File: src/rtl/mem_request_unit.sv
// In-order load/store request queue that drives the Cache data port and returns tagged load results.
// Optional MEM_REQ_EXT_EN: sign/zero-extend byte and half load results locally instead of in the Cache.
module mem_request_unit #(
  parameter int DEPTH_LOG = 2,
  parameter int TAG_W     = 4
) (
  input  logic              clk_in,
  input  logic              rst_in,
  input  logic              rdy_in,
  input  logic              req_valid,
  output logic              req_ready,
  input  logic              req_is_write,
  input  logic [2:0]        req_type,
  input  logic [31:0]       req_addr,
  input  logic [31:0]       req_wdata,
  input  logic [TAG_W-1:0]  req_tag,
  input  logic              commit_valid,
  input  logic [TAG_W-1:0]  commit_tag,
  input  logic              rob_clear,
  output logic              mem_need_data,
  output logic              mem_is_write,
  output logic [31:0]       mem_addr,
  output logic [31:0]       mem_wdata,
  output logic [2:0]        mem_work_type,
  input  logic              mem_handle,
  input  logic              mem_ready,
  input  logic [31:0]       mem_rdata,
  output logic              res_valid,
  output logic [TAG_W-1:0]  res_tag,
  output logic [31:0]       res_data
);

  localparam int DEPTH = 1 << DEPTH_LOG;

  typedef logic [DEPTH_LOG-1:0] ptr_t;
  typedef logic [DEPTH_LOG:0]   cnt_t;
  typedef enum logic [1:0] {IDLE, ISSUE, WAIT, DRAIN} state_t;

  state_t state, state_next;

  logic             q_write  [DEPTH];
  logic             q_commit [DEPTH];
  logic [2:0]       q_type   [DEPTH];
  logic [31:0]      q_addr   [DEPTH];
  logic [31:0]      q_wdata  [DEPTH];
  logic [TAG_W-1:0] q_tag    [DEPTH];

  ptr_t head, tail;
  cnt_t count;

  logic [DEPTH-1:0] live;
  cnt_t             n_commit;
  logic             run;
  ptr_t             idx, off;
  logic             head_ok;
  logic             issue, drop_req, pop, push, res_fire;

`ifdef MEM_REQ_EXT_EN
  function automatic logic [31:0] shape(input logic [2:0] t, input logic [31:0] d);
    case (t[1:0])
      2'b00:   return t[2] ? {{24{d[7]}}, d[7:0]}   : {24'h0, d[7:0]};
      2'b01:   return t[2] ? {{16{d[15]}}, d[15:0]} : {16'h0, d[15:0]};
      default: return d;
    endcase
  endfunction
`endif

  // Occupancy mask plus the length of the committed-store run starting at head,
  // which is what survives a rob_clear.
  always_comb begin
    live     = '0;
    n_commit = '0;
    run      = 1'b1;
    idx      = '0;
    off      = '0;
    for (int unsigned i = 0; i < DEPTH; i++) begin
      off = ptr_t'(i) - head;
      live[ptr_t'(i)] = cnt_t'(off) < count;
      idx = head + ptr_t'(i);
      if (run && (cnt_t'(i) < count) && q_write[idx] && q_commit[idx])
        n_commit = n_commit + cnt_t'(1);
      else
        run = 1'b0;
    end
  end

  assign head_ok = (count != '0) && (!q_write[head] || q_commit[head]);

  always_comb begin
    state_next = state;
    issue      = 1'b0;
    drop_req   = 1'b0;
    pop        = 1'b0;
    res_fire   = 1'b0;
    case (state)
      IDLE: begin
        if (head_ok && !rob_clear) begin
          issue      = 1'b1;
          state_next = ISSUE;
        end
      end
      ISSUE: begin
        if (mem_handle) begin
          drop_req = 1'b1;
          if (mem_is_write) begin
            pop        = 1'b1;
            state_next = IDLE;
          end else begin
            state_next = rob_clear ? DRAIN : WAIT;
          end
        end else if (rob_clear && !mem_is_write) begin
          drop_req   = 1'b1;
          state_next = IDLE;
        end
      end
      WAIT: begin
        // A mem_ready coinciding with the flush is the flushed load's own reply.
        if (rob_clear) begin
          state_next = mem_ready ? IDLE : DRAIN;
        end else if (mem_ready) begin
          res_fire   = 1'b1;
          pop        = 1'b1;
          state_next = IDLE;
        end
      end
      DRAIN: begin
        if (mem_ready) state_next = IDLE;
      end
      default: state_next = IDLE;
    endcase
    if (!rdy_in) begin
      state_next = state;
      issue      = 1'b0;
      drop_req   = 1'b0;
      pop        = 1'b0;
      res_fire   = 1'b0;
    end
  end

  assign req_ready = rst_in && rdy_in && !rob_clear && ((count != cnt_t'(DEPTH)) || pop);
  assign push      = req_valid && req_ready;

  always_ff @(posedge clk_in or negedge rst_in) begin
    if (!rst_in) state <= IDLE;
    else if (rdy_in) state <= state_next;
  end

  always_ff @(posedge clk_in or negedge rst_in) begin
    if (!rst_in) begin
      head  <= '0;
      tail  <= '0;
      count <= '0;
      for (int unsigned i = 0; i < DEPTH; i++) begin
        q_write[ptr_t'(i)]  <= 1'b0;
        q_commit[ptr_t'(i)] <= 1'b0;
        q_type[ptr_t'(i)]   <= '0;
        q_addr[ptr_t'(i)]   <= '0;
        q_wdata[ptr_t'(i)]  <= '0;
        q_tag[ptr_t'(i)]    <= '0;
      end
    end else if (rdy_in) begin
      for (int unsigned i = 0; i < DEPTH; i++) begin
        if (commit_valid && live[ptr_t'(i)] && q_write[ptr_t'(i)] && (q_tag[ptr_t'(i)] == commit_tag))
          q_commit[ptr_t'(i)] <= 1'b1;
      end
      if (push) begin
        q_write[tail]  <= req_is_write;
        q_commit[tail] <= 1'b0;
        q_type[tail]   <= req_type;
        q_addr[tail]   <= req_addr;
        q_wdata[tail]  <= req_wdata;
        q_tag[tail]    <= req_tag;
      end
      if (rob_clear) begin
        tail  <= head + ptr_t'(n_commit);
        head  <= head + ptr_t'(pop);
        count <= n_commit - cnt_t'(pop);
      end else begin
        tail  <= tail + ptr_t'(push);
        head  <= head + ptr_t'(pop);
        count <= count + cnt_t'(push) - cnt_t'(pop);
      end
    end
  end

  always_ff @(posedge clk_in or negedge rst_in) begin
    if (!rst_in) begin
      mem_need_data <= 1'b0;
      mem_is_write  <= 1'b0;
      mem_addr      <= '0;
      mem_wdata     <= '0;
      mem_work_type <= '0;
      res_valid     <= 1'b0;
      res_tag       <= '0;
      res_data      <= '0;
    end else if (rdy_in) begin
      res_valid <= res_fire;
      if (res_fire) begin
        res_tag  <= q_tag[head];
`ifdef MEM_REQ_EXT_EN
        res_data <= shape(mem_work_type, mem_rdata);
`else
        res_data <= mem_rdata;
`endif
      end
      if (issue) begin
        mem_need_data <= 1'b1;
        mem_is_write  <= q_write[head];
        mem_addr      <= q_addr[head];
        mem_wdata     <= q_wdata[head];
        mem_work_type <= q_type[head];
      end else if (drop_req) begin
        mem_need_data <= 1'b0;
      end
    end else begin
      // A frozen cycle must not stretch a result pulse.
      res_valid <= 1'b0;
    end
  end

endmodule

File: config.mk
export PLATFORM = sky130hd
export DESIGN_NAME = mem_request_unit
export DESIGN_NICKNAME = d
export VERILOG_FILES = /design/src/rtl/mem_request_unit.sv
export SDC_FILE = /design/constraint.sdc
export NUM_CORES = 1
export LEC_CHECK = 0
export ABC_CLOCK_PERIOD_IN_PS = 4150
export CORE_UTILIZATION = 60
export CTS_BUF_LIST = sky130_fd_sc_hd__clkbuf_8
export DETAILED_ROUTE_END_ITERATION = 12
export DONT_BUFFER_PORTS = 1
export MAX_ROUTING_LAYER = met4
export PLACE_DENSITY = 0.76
export SYNTH_ARGS = -nofsm -noshare
export SYNTH_HDL_FRONTEND = slang
export SYNTH_SLANG_ARGS = --single-unit
File: constraint.sdc
create_clock -name clk_in -period 4.15 [get_ports clk_in]
set_input_delay 1.245 -clock clk_in [delete_from_list [all_inputs] [get_ports clk_in]]
set_output_delay 1.245 -clock clk_in [all_outputs]
set_load 0.005 [all_outputs]
* After elaboration in Yosys (flattened, before gate mapping) *
Index checks and enable logic that the tools add are counted.

storage, ports and cells
  register bits after elaboration = 407
  latch bits = 0
  bits in writable memories = 0
  ROM bits = 0
  input bits = 116
  logic and storage cells = 221
  memories kept = 0

cells by class
  $add $sub $neg = 16
  multiply operators = 0
  divide/modulo/power cells = 0
  order comparisons = 14
  eq/ne operators = 10
  shift-type cells = 0
  muxes and demuxes = 94
  bitwise gates (word level) = 7
  reductions and logical operators = 44

operators with widths
  kind                                                                          number
  128-bit bitwise mux                                                           2
  32-bit 2-to-1 mux                                                             5
  32-bit binary-select mux with 2-bit select                                    2
  32-bit demux with 2-bit select                                                1
  1-bit 2-to-1 mux                                                              47
  1-bit logical AND                                                             31
  2-bit 2-to-1 mux                                                              9
  3-bit 2-to-1 mux                                                              6
  1-bit binary-select mux with 2-bit select                                     8
  16-bit bitwise mux                                                            1
  4-bit equality test                                                           4
  4-bit 2-to-1 mux                                                              4
  3-bit >= comparator (second input constant)                                   5
  2-bit NOT with 3-bit output                                                   5
  12-bit bitwise mux                                                            1
  2-bit by 3-bit less-than comparator with 1-bit output                         4
  4-bit binary-select mux with 2-bit select                                     1
  4-bit demux with 2-bit select                                                 1
  2-bit one-hot mux with 4 select lines                                         1
  2-bit AND reduction                                                           4
  3-bit by 1-bit adder with 3-bit output (second input constant)                2
  3-bit binary-select mux with 2-bit select                                     1
  3-bit demux with 2-bit select                                                 1
  1-bit by 3-bit less-than comparator with 1-bit output (first input constant)  2
  other kinds (26)                                                              37

* Longest topological paths before layout *
Gate-level depths: netlist of the first run.

  depth in word-level cells = 21
  gate-level depth with buffers = 16
  depth with buffers taken out = 15

* Worst setup path before layout of the first run *
OpenSTA, ideal clock, no wires.

  kind = register to register
  from = register head[1]
  to = register count[2]
  library setup time = 126 ps
  arrival time = 3619 ps
  slack = 405 ps
  cell stages (with the launch flop) = 16
  cells stage by stage = dfrtp_1 buf_4 clkbuf_1 mux4_2 nor3_1 ha_1 inv_1 nor3_1 nor2b_1 xnor2_1 ha_1 and4b_1 a211oi_2 ha_1 xor2_1 a221o_1

on the way
  longest elaborated chain between the ends = 21

RTL lines
  element                                                                                          line  text
  from (decl)                                                                                      48    ptr_t head, tail;
  from (signal assigned)                                                                           176   head <= head + ptr_t'(pop);
  from (signal assigned)                                                                           180   head <= head + ptr_t'(pop);
  parallel branches: the longest is 18 deep, another holds 3-bit by 1-bit adder with 3-bit output  --
  3-bit 2-to-1 mux (*)                                                                             80    if (run && (cnt_t'(i) < count) && q_write[idx] && q_commit[idx])
  3-bit by 1-bit subtractor with 3-bit output (*)                                                  177   count <= n_commit - cnt_t'(pop);
  3-bit 2-to-1 mux (*)                                                                             174   if (rob_clear) begin
  to (signal assigned)                                                                             177
  to (signal assigned)                                                                             181   count <= count + cnt_t'(push) - cnt_t'(pop);
  to (decl)                                                                                        49    cnt_t count;

Mark *: on every way between the ends. The select of a mux whose other input is x is not followed.
A chain may end at the register's enable or synchronous reset.

* Worst setup path in the final report of the first run *
  from = register q_write[3] (netlist bit)
  to = register count[2]

on the way
  longest elaborated chain between the ends = 20

RTL lines
  element                                                                                          line  text
  from (decl)                                                                                      41    logic q_write [DEPTH];
  from (signal, indexed assignment)                                                                167   q_write[tail] <= req_is_write;
  parallel branches: the longest is 17 deep, another holds 3-bit by 1-bit adder with 3-bit output  --
  3-bit 2-to-1 mux (*)                                                                             80
  3-bit by 1-bit subtractor with 3-bit output (*)                                                  177
  3-bit 2-to-1 mux (*)                                                                             174

Marks and branches as above.

==> results of run 1 <==
## state kept, by name, indices dropped and copies added (netlist names)
name / count
q_addr: 128
q_wdata: 128
mem_addr: 32
mem_wdata: 32
res_data: 32
q_tag: 16
q_type: 12
q_commit: 4
q_write: 4
res_tag: 4
count: 3
mem_work_type: 3
head: 2
state: 2
tail: 2
mem_is_write: 1
mem_need_data: 1
res_valid: 1
## worst paths after layout
check,start,cells after the start,endpoint,slack (ns)
setup / recovery,q_write[3]$_DFFE_PN0P_,14,count[2]$_DFFE_PN0P_,0.51
hold / removal,rst_in,0,res_data[0]$_DFFE_PN0P_,0.37
setup reg to reg,q_write[3]$_DFFE_PN0P_,14,count[2]$_DFFE_PN0P_,0.51
hold reg to reg,q_wdata[97]$_DFFE_PN0P_,1,q_wdata[97]$_DFFE_PN0P_,0.49
max in group asynchronous,rst_in,0,q_addr[65]$_DFFE_PN0P_,3.18
min in group clk_in,q_wdata[97]$_DFFE_PN0P_,1,q_wdata[97]$_DFFE_PN0P_,0.49
## cells by family after synthesis
group           count (synthesis)  synth area share, %
flops                         407                 57.0
simple gates                  156                 3.82
fa+ha+maj                      21                 1.51
xor+xnor                       24                 1.18
buf+inv                        89                 2.47
compound gates                 39                 1.51
mux                           438                 32.5
## cells in the final DEF (no fill, tap or decap), types with 2 or more instances in the layout
cell type and count:
mux2_1 8, a221o_1 2, nand4b_1 2, o21ai_0 7, buf_12 5, nand3_1 6
nor2b_1 3, nand2b_1 2, nor2_1 7, clkinvlp_4 3, clkbuf_8 81, a21oi_1 13
o2111ai_1 3, nand3_4 2, mux2_2 343, ha_1 20, a211oi_2 2, dfrtp_1 405
inv_6 2, mux4_2 75, buf_4 15, xor2_1 7, a211oi_1 2, nor3_1 7
and2_1 2, mux2_4 9, dfrtp_4 2, clkinv_2 3, xnor2_1 17, inv_1 41
o211a_1 2, mux2i_1 3, nand3b_1 4, nand4_1 2, o21a_1 4, nand2_1 113
## metrics by stage
| stage | instance area, sq um | total power [mW] | worst slack (ns) |
|---|---|---|---|
| finish | 19500 | 13.3 | 0.513 |
| global route | 19500 | 14.2 | 0.193 |
| CTS | 19500 | 13.5 | 0.515 |
| detailed placement | 18200 | 10.2 | 0.405 |
| global placement | 18200 | 9.96 | 0.448 |
| floorplan | 17900 | 9.31 | 0.405 |
## area by class of cell
type                            count  area (sq um)  area share, %
Tap cell                          384           480           2.47
Sequential cell                   407         10200           52.3
Clock buffer                       81          1110           5.72
Timing Repair Buffer               20           213           1.09
Inverter                           21          78.8          0.404
Multi-Input combinational cell    678          7270           37.3
Clock inverter                     30           145          0.745
## power by group through the flow
stage / registers, mW / clock network [mW] / logic (mW)
2_1_floorplan: 6.30 / 0 / 3.01
3_3_place_gp: 6.61 / 0 / 3.36
3_5_place_dp: 6.68 / 0 / 3.49
4_1_cts: 6.62 / 3.39 / 3.50
5_1_grt: 6.82 / 3.57 / 3.77
6_report: 6.61 / 3.29 / 3.45
## metal layers
metal | global-route usage, % | vias up | routed length, um
li1 | - | 4283 | -
met2 | 38.0 | 254 | 16700
met5 | - | - | 0
met4 | 7.28 | 0 | 543
met3 | 6.87 | 44 | 2440
met1 | 31.6 | 5023 | 14900
## worst max-delay path: cells and delay by family (launching register included)
kind	cells	cell delay (ns)
simple gates	5	1.13
fa+ha+maj	3	0.70
compound gates	2	0.51
mux	1	0.48
flops	1	0.43
xor+xnor	2	0.22
buf+inv	1	0.08
==> flow_metrics.py, run 1 <==
metrics = {
    "cells_and_area": {
        "num_antenna_cells": 0,
        "finalNetCount": 1332,
        "drive_gt1_share_pct": 44.2,
        "fillers": 2013,
        "fin_util_pct": 67.2,
        "area_delta_synth_final_pct": 9.09,
        "finalNonFillerCells": 1621,
    },
    "clock_network": {
        "clockRootBuffer": "clkbuf_8",
        "clockBufferDepth": 3,
        "cts_tree": "yes",
        "clk_pin_slew_ns": 0.06,
        "worstSkewPairLatency_ns": 0.58,
        "cts.htree.levels": 3,
        "clock_sinks": 407,
        "cts_resized": 0,
        "post_cts_buffers": 0,
        "hold_buffers": 0,
        "cts_buffers": 67,
    },
    "synth": {
        "yosysWarnings": 0,
        "syn_inst": 1174,
        "synth_ff_type": "dfrtp_1",
        "synth_most_common_cell": "dfrtp_1",
        "ys_seq_area_share_pct": 57.0,
        "synth_edf_count": 0,
        "syn_nets": 1311,
        "postSynthAreaPerCell_sq_um": 15.2,
        "ys_top_cells_by_count": "407 x dfrtp_1, 343 x mux2_2, 113 x nand2_1",
        "synth_area_sq_um": 17900,
        "synth_top_area_share_pct": 57.0,
        "synthTopCellsByArea": "dfrtp_1 57%, mux2_2 22%, mux4_2 9.5%, nand2_1 2.4%, ha_1 1.4%",
        "synth_largest_area_cell": "dfrtp_1",
        "ys_ff_latch": 407,
        "synthArstFlopShare_pct": 100,
        "synth.distinct_cells": 46,
    },
    "setup_path": {
        "worstPathArrival_ns": 4.08,
        "crit_path_frequent_cell": "ha_1",
        "start_kind": "register",
        "cp-end-kind": "register",
        "required_ns": 4.59,
        "critical_path.cell_chain": "nand2_1, mux4_2, nor3_1, ha_1, inv_1, nor3_1, nor2b_1, xnor2_1, ha_1, and4b_1, a211oi_2, ha_1, xor2_1, a221o_1",
        "worst-path-max-fanout": 5,
        "slowest_delay_ns": 0.48,
        "crit_type": "reg2reg",
        "cp_slowest_cell": "mux4_2",
    },
    "floorplan": {
        "io_pins": 223,
        "core.rowCount": 62,
        "initial_core_util_pct": 61.6,
        "fp.dieW_um": 175,
        "design.core.area_sq_um": 29000,
        "die-height_um": 175,
        "die-area_sq_um": 30500,
    },
    "power_and_ir_drop": {
        "p_int_mw": 9.59,
        "ir_worst_vdd_v": 0.000437,
        "p_per_area_nw_per_um2": 685,
        "p_leak_nw": 9.24,
        "power_frac_seq_pct": 49.5,
        "pwr-share-clk_pct": 24.7,
        "power_frac_comb_pct": 25.8,
        "p_switching_mw": 3.75,
        "swShare_pct": 28.1,
    },
    "drt": {
        "drt-total-wl_um": 34500,
        "drtIter0Drc": 490,
        "dr.pass1.iters": 4,
        "vias_per_cell": 5.92,
        "antenna_left": 0,
        "wire_per_inst_um": 21.3,
        "drc_errors": 0,
        "vias": 9604,
    },
    "timing": {
        "rsz0062_at_grt": "false",
        "relSlewSlack_pct": 32.9,
        "holdWs_ns": 0.367,
        "final-hold-violation-count": 0,
        "tightest_slew_ns": 1.01,
        "tns_ns": 0,
        "finalCriticalPeriod_ns": 3.64,
        "maxSlewViolCount": 0,
        "fin_crit_sh_pct": 87.6,
        "clock_skew_ns": 0.0301,
        "fmax_mhz": 275,
        "setup_viol": 0,
    },
    "grt": {
        "grt.total_usage_pct": 24.5,
        "grt_max_degree": 409,
        "overflow": 0,
        "grt_pass1_vias": 10600,
        "antenna_found_initial": 0,
        "grt_pass1_wl_um": 56500,
    },
    "placed_design": {
        "portBuffers": 0,
        "dp_hpwl_um": 21100,
        "routabilityCongestion": 0.832,
        "placed_cells": 1510,
    },
    "outcome": {
        "outcome": "completed",
    },
    "job": {
        "max_cap_violations": 0,
    },
    "hold_path": {
        "hold_class": "in2async",
    },
}
Power figures use the tool's default switching activity.
==> run 2, diff against run 1 <==
--- a/config.mk
+++ b/config.mk
@@ -5,7 +5,7 @@
 export SDC_FILE = /design/constraint.sdc
 export NUM_CORES = 1
 export LEC_CHECK = 0
-export ABC_CLOCK_PERIOD_IN_PS = 4150
+export ABC_CLOCK_PERIOD_IN_PS = 3600
 export CORE_UTILIZATION = 60
 export CTS_BUF_LIST = sky130_fd_sc_hd__clkbuf_8
 export DETAILED_ROUTE_END_ITERATION = 12
==> constraint.sdc (replaced) <==
create_clock -name clk_in -period 3.6 [get_ports clk_in]
set_input_delay 1.08 -clock clk_in [delete_from_list [all_inputs] [get_ports clk_in]]
set_output_delay 1.08 -clock clk_in [all_outputs]
set_load 0.005 [all_outputs]
==> run 2 against run 1 <==
Net effect:
- cell area barely moved
- clock power grew 12%
- global-route usage is 0.094 points lower
- critical path type unchanged
- highest routed layer unchanged
==> flow_metrics.py, run 2 (same netlist as run 1, synthesis figures left out) <==
metrics = {
    "outcome": {
        "outcome": "completed",
    },
    "grt": {
        "grt_pass1_vias": 10500,
        "overflow": 0,
        "grt_max_degree": 409,
        "grt.total_usage_pct": 24.4,
        "grt_pass1_wl_um": 56500,
        "antenna_found_initial": 0,
    },
    "timing": {
        "tightest_slew_ns": 0.813,
        "maxSlewViolCount": 0,
        "tns_ns": 0,
        "final-hold-violation-count": 0,
        "finalCriticalPeriod_ns": 3.33,
        "setup_viol": 0,
        "fmax_mhz": 300,
        "relSlewSlack_pct": 45.8,
        "clock_skew_ns": 0.0213,
        "rsz0062_at_grt": "false",
        "fin_crit_sh_pct": 92.4,
    },
    "setup_path": {
        "critical_path.cell_chain": "mux4_2, nor3_2, ha_1, inv_1, nor3_2, nor2b_4, xnor2_1, ha_1, and4b_1, a211oi_2, ha_1, xor2_1, a221o_1",
        "cp-end-kind": "register",
        "slowest_delay_ns": 0.54,
        "crit_path_frequent_cell": "ha_1",
        "required_ns": 4.04,
        "critical_path_depth": 13,
        "r2r.worst_path.cells": 13,
        "path_buf_inv": 1,
        "worstPathArrival_ns": 3.77,
        "regToRegSetupSlack_ns": 0.27,
        "crit_family": "simple AND/OR/NAND/NOR gates",
        "worst-path-max-fanout": 12,
        "start_kind": "register",
        "reg2reg_from": "head[1]$_DFFE_PN0P_",
        "crit_type": "reg2reg",
        "r2r_end": "count[2]$_DFFE_PN0P_",
        "cp_slowest_cell": "mux4_2",
    },
    "cells_and_area": {
        "layout_common_cells": "405 x dfrtp_1, 343 x mux2_2, 113 x nand2_1",
        "final_common_cell": "dfrtp_1",
        "final_cell_area_sq_um": 19500,
        "drive_gt1_share_pct": 44.2,
        "num_antenna_cells": 0,
        "area_delta_synth_final_pct": 9.16,
        "reg_top3": "q_addr (128), q_wdata (128)",
        "finalNonFillerCells": 1622,
        "finalNetCount": 1335,
        "fillers": 2007,
    },
    "drt": {
        "drt-total-wl_um": 34500,
        "wire_per_inst_um": 21.3,
        "drc_errors": 0,
        "dr.pass1.iters": 4,
        "drtIter0Drc": 453,
        "vias_per_cell": 5.94,
        "antenna_left": 0,
        "vias": 9638,
    },
    "floorplan": {
        "io_pins": 223,
        "die-area_sq_um": 30500,
        "design.core.area_sq_um": 29000,
        "initial_core_util_pct": 61.6,
        "fp.dieW_um": 175,
        "core.rowCount": 62,
        "die-height_um": 175,
    },
    "clock_network": {
        "post_cts_buffers": 0,
        "clockBufferDepth": 3,
        "worstSkewPairLatency_ns": 0.56,
        "cts.htree.levels": 3,
        "clk_pin_slew_ns": 0.06,
        "hold_buffers": 0,
        "clock_sinks": 407,
        "cts_tree": "yes",
        "clockRootBuffer": "clkbuf_8",
        "cts_buffers": 67,
    },
    "job": {
        "max_cap_violations": 0,
    },
    "placed_design": {
        "dp_hpwl_um": 20700,
        "routabilityCongestion": 0.847,
        "portBuffers": 0,
        "placed_cells": 1513,
        "post_dp_cell_area_sq_um": 18300,
    },
    "hold_path": {
        "hold_class": "in2async",
    },
    "power_and_ir_drop": {
        "p_per_area_nw_per_um2": 782,
        "ir_worst_vdd_v": 0.000474,
        "p_leak_nw": 9.26,
    },
}
-- run 2: cell types whose count changed in the layout (fill, tap and decap cells not counted), sizes merged --
cell	change
inv	+4
clkinvlp	-1
clkbuf	-4
buf	+3
clkinv	-1
-- run 2: repair_timing --
item | 4_1_cts | 5_1_grt
hold endpoints to repair | 0 | 0
gates resized for setup | 0 | 4
setup endpoints to repair | 0 | 3
-- run 2: worst max-delay path by stage --
stage	start	to	slack, ns
final	head[1]$_DFFE_PN0P_	count[2]$_DFFE_PN0P_	0.27
after global routing	head[1]$_DFFE_PN0P_	count[1]$_DFFE_PN0P_	0.09
after CTS	head[1]$_DFFE_PN0P_	count[2]$_DFFE_PN0P_	0.07
after detailed placement	head[1]$_DFFE_PN0P_	count[2]$_DFFE_PN0P_	0.05
after global placement	head[1]$_DFFE_PN0P_	count[2]$_DFFE_PN0P_	0.20
after floorplan	head[1]$_DFFE_PN0P_	count[2]$_DFFE_PN0P_	0.02
-- run 2: final cells by class --
cell class              count  area, sq um  area share [%]
multi-input cells         678         7280            37.3
flip-flops and latches    407        10200            52.3
clock buffers              77         1060            5.43
well taps                 384          480            2.46
repair buffers             23          260            1.33
inverters                  21         78.8           0.404
clock inverters            32          148           0.757
-- run 2: layer usage --
layer	GRT usage, %	wire length, um	vias to the layer above	part of all wire [%]
li1	-	-	4290	-
met1	31.4	14700	5031	43
met2	37.8	16600	253	48
met3	6.85	2420	64	7.0
met4	7.64	806	0	2.3
met5	-	0	-	0
-- run 2: stage by stage --
stage | hold WS, ns | power (mW) | utilization, % | worst slack [ns]
2_1_floorplan | 0.459 | 10.7 | - | 0.0165
3_3_place_gp | 0.469 | 11.5 | 63.0 | 0.200
3_5_place_dp | 0.480 | 11.7 | 63.0 | 0.0544
4_1_cts | 0.167 | 15.4 | 67.2 | 0.0650
5_1_grt | 0.156 | 16.2 | 67.2 | 0.0895
6_report | 0.211 | 15.3 | 67.2 | 0.272
-- run 2: power by group --
part	leakage (nW)	total (mW)	switching, mW	internal, mW
Combinational	3.25	3.95	1.38	2.57
Clock	0.710	3.67	1.72	1.94
Sequential	5.30	7.63	1.17	6.46
